[config.mk]
export PLATFORM = sky130hd
export DESIGN_NAME = fetch_unit
export DESIGN_NICKNAME = d
export VERILOG_FILES = /design/src/rtl/fetch_unit_pkg.sv /design/src/rtl/fetch_skid_buffer.sv /design/src/rtl/fetch_unit.sv
export SDC_FILE = /design/constraint.sdc
export NUM_CORES = 1
export LEC_CHECK = 0
export ABC_CLOCK_PERIOD_IN_PS = 5250
export CAP_MARGIN = 30
export CELL_PAD_IN_SITES_DETAIL_PLACEMENT = 1
export CELL_PAD_IN_SITES_GLOBAL_PLACEMENT = 2
export CORE_MARGIN = 4
export CORE_UTILIZATION = 30
export CTS_BUF_LIST = sky130_fd_sc_hd__clkbuf_4 sky130_fd_sc_hd__clkbuf_8
export CTS_CLUSTER_DIAMETER = 80
export DETAILED_ROUTE_END_ITERATION = 6
export PLACE_DENSITY = 0.93
export SETUP_SLACK_MARGIN = 0.1
export SLEW_MARGIN = 20
export SYNTH_ARGS = -nofsm -noshare
export SYNTH_HDL_FRONTEND = slang
export SYNTH_SLANG_ARGS = --single-unit
export TNS_END_PERCENT = 30
[constraint.sdc]
create_clock -name clk -period 5.25 [get_ports clk]
set_input_delay 1.575 -clock clk [delete_from_list [all_inputs] [get_ports clk]]
set_output_delay 1.575 -clock clk [all_outputs]
set_load 0.005 [all_outputs]
[src/rtl/fetch_unit_pkg.sv]
// fetch_unit_pkg: shared fetch state encodings and default widths
package fetch_unit_pkg;
  localparam int PC_W_DEF = 8;
  localparam int INSTR_W_DEF = 32;
  localparam logic [1:0] S_IDLE = 2'd0;
  localparam logic [1:0] S_RUN = 2'd1;
  localparam logic [1:0] S_HOLD = 2'd2;
endpackage

[src/rtl/fetch_skid_buffer.sv]
// fetch_skid_buffer: one-entry {instr,pc} holding register for fetches the IQ refused
module fetch_skid_buffer #(
  parameter int INSTR_W = 32,
  parameter int PC_W = 8
) (
  input  logic               clk,
  input  logic               rst_n,
  input  logic               load,
  input  logic               drain,
  input  logic               clear,
  input  logic [INSTR_W-1:0] in_instr,
  input  logic [PC_W-1:0]    in_pc,
  output logic               valid,
  output logic [INSTR_W-1:0] instr,
  output logic [PC_W-1:0]    pc
);
  always_ff @(posedge clk or negedge rst_n)
    if (!rst_n) begin
      valid <= 1'b0;
      instr <= '0;
      pc <= '0;
    end else if (clear) begin
      valid <= 1'b0;
    end else if (load) begin
      valid <= 1'b1;
      instr <= in_instr;
      pc <= in_pc;
    end else if (drain) begin
      valid <= 1'b0;
    end
endmodule

[src/rtl/fetch_unit.sv]
// fetch_unit: in-order fetch front end owning the PC and feeding the IQ without loss or duplication
module fetch_unit
  import fetch_unit_pkg::*;
#(
  parameter int PC_W = PC_W_DEF,
  parameter int INSTR_W = INSTR_W_DEF,
  parameter int RESET_PC = 0
) (
  input  logic               clk,
  input  logic               rst_n,
  output logic [PC_W-1:0]    im_addr,
  input  logic [INSTR_W-1:0] im_data,
  input  logic               iq_full,
  output logic               iq_enqueue,
  output logic [INSTR_W-1:0] iq_instr,
  output logic [PC_W-1:0]    iq_pc,
  input  logic               redirect,
  input  logic [PC_W-1:0]    redirect_pc,
  output logic [PC_W-1:0]    PC
);
  logic [PC_W-1:0] pc_q, inflight_pc, skid_pc;
  logic [INSTR_W-1:0] skid_instr;
  logic [1:0] state_q, state_d;
  logic inflight, skid_v, fetch_en, out_v, skid_load, skid_drain;
  // S_RUN is exactly "a fetch is in flight", so the state register doubles as the inflight flag
  always_comb begin
    inflight = state_q == S_RUN;
    fetch_en = !redirect && !iq_full && !skid_v;
    out_v = skid_v || inflight;
    skid_load = inflight && !skid_v && iq_full && !redirect;
    skid_drain = skid_v && !iq_full && !redirect;
    state_d = redirect ? S_IDLE : (skid_load || (skid_v && iq_full)) ? S_HOLD : fetch_en ? S_RUN : S_IDLE;
    iq_enqueue = out_v && !iq_full && !redirect;
    iq_instr = skid_v ? skid_instr : inflight ? im_data : '0;
    iq_pc = skid_v ? skid_pc : inflight ? inflight_pc : '0;
    im_addr = pc_q;
    PC = pc_q;
  end
  always_ff @(posedge clk or negedge rst_n)
    if (!rst_n) begin
      pc_q <= PC_W'(RESET_PC);
      inflight_pc <= '0;
      state_q <= S_IDLE;
    end else begin
      state_q <= state_d;
      if (redirect) pc_q <= redirect_pc;
      else if (fetch_en) begin
        pc_q <= pc_q + 1'b1;
        inflight_pc <= pc_q;
      end
    end
  fetch_skid_buffer #(.INSTR_W(INSTR_W), .PC_W(PC_W)) u_skid (
    .clk(clk),
    .rst_n(rst_n),
    .load(skid_load),
    .drain(skid_drain),
    .clear(redirect),
    .in_instr(im_data),
    .in_pc(inflight_pc),
    .valid(skid_v),
    .instr(skid_instr),
    .pc(skid_pc)
  );
endmodule

-- Word level (Yosys, flattened, before mapping)
Index checks and enable logic that the tools add are counted.
- multiplexer cells: 12
- bitwise logic cells: 1
- reduce and logical (&&, ||, !) cells: 19
- $add $sub $neg: 1
- equality and inequality tests: 1
- operators with widths (cell ; number):
    $mux W32 ; 2
    $mux W8 ; 4
    $logic_and A1 B1 Y1 ; 10
    $add A8 B1 Y8 const B ; 1
    $mux W1 ; 4
    $mux W2 ; 2
    $reduce_and A2 Y1 ; 2
    $logic_not A1 Y1 ; 3
    $reduce_bool A3 Y1 ; 1
    $eq A2 B1 Y1 const B ; 1
    $logic_or A1 B1 Y1 ; 2
    $reduce_bool A2 Y1 ; 1
    $not A1 Y1 ; 1
- output and inout port bits: 57
- flip-flop bits (word level): 59
- bits of input ports: 44
- logic and storage cells: 40

-- Logic depth before layout (Yosys ltp)
- depth after elaboration: 7
- depth in mapped cells: 5
- mapped depth without buffers: 4

-- By module
A second synthesis with hierarchy kept.
- cell total of the unflattened synthesis: 236
- area, all modules: 2866.5 sq um
- by module, submodules not included (module ; cells an instance ; times used ; area an instance (sq um)):
    fetch_skid_buffer ; 89 ; 1 ; 1571.5
    fetch_unit ; 147 ; 1 ; 1295.0

-- Least setup slack after synthesis
No wires, ideal clock.
- path kind: in2out
- start point: input redirect
- end point: output iq_enqueue
- setup slack: 1540 ps
- buffers on the path: 2
- data arrival time: 2135 ps
- stages on the path: 3
- data required time: 3675 ps
- cells stage by stage: buf_2 -> buf_1 -> nor3_1
- word-level cells in the longest chain between the ends: 2
- ends and longest elaborated chain (element ; line ; source):
    start, declared ; fetch_unit.sv:17 ; input logic redirect,
    $logic_not A1 Y1 ; fetch_unit.sv:33 ; iq_enqueue = out_v && !iq_full && !redirect;
    $logic_and A1 B1 Y1 ; fetch_unit.sv:33 ;
    end, declared ; fetch_unit.sv:14 ; output logic iq_enqueue,
No other way between the ends.

-- Final worst setup path
- start point: input iq_full
- end point: output iq_enqueue
- word-level cells in the longest chain between the ends: 3
- ends and longest elaborated chain (element ; line ; source):
    start, declared ; fetch_unit.sv:13 ; input logic iq_full,
    $logic_not A1 Y1 ; fetch_unit.sv:33 ;
    $logic_and A1 B1 Y1 (2 in a row) ; fetch_unit.sv:33 ;
No other way between the ends.

==> impl_metrics.yaml <==
run_status:
  status: "completed"
clock_tree:
  hold_buffers: 0
  cts_made_buffers: 9
  clock_insertion_delay_worst_skew_ps: 330
  post_cts_resized: 0
  cts_setup_buffers: 0
  root_buffer: "clkbuf_8"
  clock_sinks: 59
  ctsHtreeMaxLevel: 3
  cts.path.max_buffers: 2
  cts_tree: "done"
  clk_pin_slew_worst_paths_ps: 70
finish:
  register_area_sq_um: 1480
  drive_above_1_share_pct: 22.5
  multiInputGateArea_sq_um: 1190
  fillers: 990
  fin_nets: 355
  antenna_cells: 0
  syn_to_final_growth_pct: 44.6
  design_area_sq_um: 4070
worst_setup_path:
  critPathRequiredTime_ps: 3680
  path_class: "input pin to output pin"
  cp_max_fo: 7
  crit_path_start_kind: "input pin"
  cp.arrival_ps: 2910
  end_kind: "output pin"
yosys:
  synth_common_cells: "59 x dfrtp_1, 45 x mux2_2, 40 x a22o_1"
  synth_top_area_share_pct: 52.5
  avgSynthCellArea_sq_um: 12.8
  synth_flop_cell: "dfrtp_1"
  syn_area_sq_um: 2810
  yosysWarnings: 0
  async_reset_ff_share_pct: 100
  synth.top_cells.by_area: "dfrtp_1 52%, mux2_2 18%, a22o_1 12%"
  yosysTopAreaCell: "dfrtp_1"
  synth_edf_count: 0
  synth_cell_type_count: 34
  syn_nets: 264
  syn_inst: 219
  seq_area_frac_synth_pct: 52.5
  yosysMostFrequentCell: "dfrtp_1"
  ys_ff_latch: 59
sta:
  setup-violations-final: 0
  setup_tns_ps: 0
  relSlewSlack_pct: 48.9
  fin_crit_ps: 4490
  fmax_mhz: 223
  worst_pin_slew_ps: 766
  period_share_pct: 85.5
  clock_skew_ps: 6.78
  hold_viol: 0
  drv_slew: 0
  grt_setup_unrepaired: "false"
floorplan:
  core_area_sq_um: 9200
  initial_core_util_pct: 30.6
  row_count: 35
  die_h_um: 105
  io_pins: 101
  die_area_sq_um: 11000
  die_w_um: 105
grt:
  grt_pass1_vias: 2350
  met2_usage_pct: 23.0
  grt_usage_pct: 13.8
  grt_pass1_wl_um: 12100
  grt_overflow: 0
  grt_busiest_layer: "met2"
  grt_max_degree: 60
  antenna_found_initial: 0
  use_met1_pct: 17.1
  met3_usage_pct: 4.94
power:
  p_per_area_nw_per_um2: 328
  clkPwrFrac_pct: 31.1
  switchingPower_uw: 349
  p_int_uw: 985
  leakagePower_nw: 1.67
  switching_share_pct: 26.2
  pwr-share-seq_pct: 47.5
  combPwrFrac_pct: 21.3
  vdd_drop_max_mv: 0.138
routing:
  first_iter_violations: 24
  ant_nets: 0
  wl_per_cell_um: 17.1
  drc: 0
  drtPass1Iterations: 4
  via_per_inst: 5.14
  vias: 2188
  routed_wirelength_um: 7300
place:
  hpwl_um: 5080
  placed_cell_area_sq_um: 3860
  io_buffer_count: 100
  place.gp.congestion: 0.700
job:
  cap_violations: 0
hold_path:
  min_path_type: "flip-flop to flip-flop"
==> worst max-delay path, cell delays in order <==
cell and delay, ps:
clkdlybuf4s50_1 510, nor3_1 250, clkdlybuf4s50_1 580
==> stage by stage <==
step           setup WS (ps)  hold slack, ps  total power [mW]  cells  util [%]
2_1_floorplan           1540             466             0.781    219         -
3_3_place_gp             742             474             0.912    409      41.8
3_5_place_dp             752             487             0.935    410      42.0
4_1_cts                  762             504              1.36    426      44.2
5_1_grt                  712             510              1.42    426      44.2
6_report                 762             499              1.33    426      44.2
==> state kept, by name, summed over array words and instances, names as in the netlist <==
| register | cells |
|---|---|
| PC | 8 |
| inflight_pc | 8 |
| u_skid.pc | 8 |
| state_q | 2 |
| u_skid.valid | 1 |
| u_skid.instr | 32 |
==> power by group through the flow <==
stage | Clock (mW) | Combinational (mW) | Sequential [mW]
3_3_place_gp | 0 | 0.279 | 0.633
4_1_cts | 0.431 | 0.292 | 0.635
5_1_grt | 0.457 | 0.312 | 0.649
6_report | 0.415 | 0.285 | 0.634
3_5_place_dp | 0 | 0.291 | 0.644
2_1_floorplan | 0 | 0.161 | 0.619
==> worst paths after layout <==
| kind | cells past startpoint | from | endpoint | slack [ps] |
|---|---|---|---|---|
| max in group asynchronous | 2 | rst_n | u_skid.instr[29] | 3350 |
| hold reg to reg | 1 | u_skid.instr[7] | u_skid.instr[7] | 500 |
| hold / removal | 1 | u_skid.instr[7] | u_skid.instr[7] | 500 |
| setup / recovery | 3 | iq_full | iq_enqueue | 760 |
| min in group asynchronous | 2 | rst_n | u_skid.instr[13] | 1400 |
| setup reg to reg | 4 | u_skid.valid | inflight_pc[6] | 3180 |
==> cell usage in the layout, fill, tap and decap left out, types with 2 or more instances in the layout <==
cell / n
clkdlybuf4s50_1: 99
dfrtp_1: 59
mux2_2: 45
a22o_1: 40
clkbuf_8: 10
nand2_1: 6
nand3_1: 4
clkinvlp_4: 4
buf_4: 4
inv_1: 3
nor3b_1: 3
nand4_1: 3
or4_1: 3
o21ai_0: 3
mux2_1: 3
o31ai_1: 2
nor2_1: 2
a31oi_1: 2
==> layer usage <==
layer  wire, um  vias to the layer above  part of all wire [%]
li1           -                      997                     -
met1       3310                     1115                    45
met2       3530                       71                    48
met3        396                        5                   5.4
met4         55                        0                  0.75
met5          0                        -                     0
==> cell type report <==
class                           count  area share (%)
Tap cell                          111            3.41
Clock buffer                       10            3.38
Sequential cell                    59            36.3
Multi-Input combinational cell    132            29.3
Timing Repair Buffer              105            25.7
Clock inverter                      6            1.60
Inverter                            3           0.277
==> cells by family after synthesis <==
group / Yosys count / share of synthesized area, %
fa+ha+maj: 1 / 0.445
mux: 49 / 19.6
compound gates: 51 / 15.1
xor+xnor: 2 / 0.623
buf+inv: 28 / 5.56
flops: 59 / 52.5
simple gates: 29 / 6.27
(Power assumes the default switching activity.)
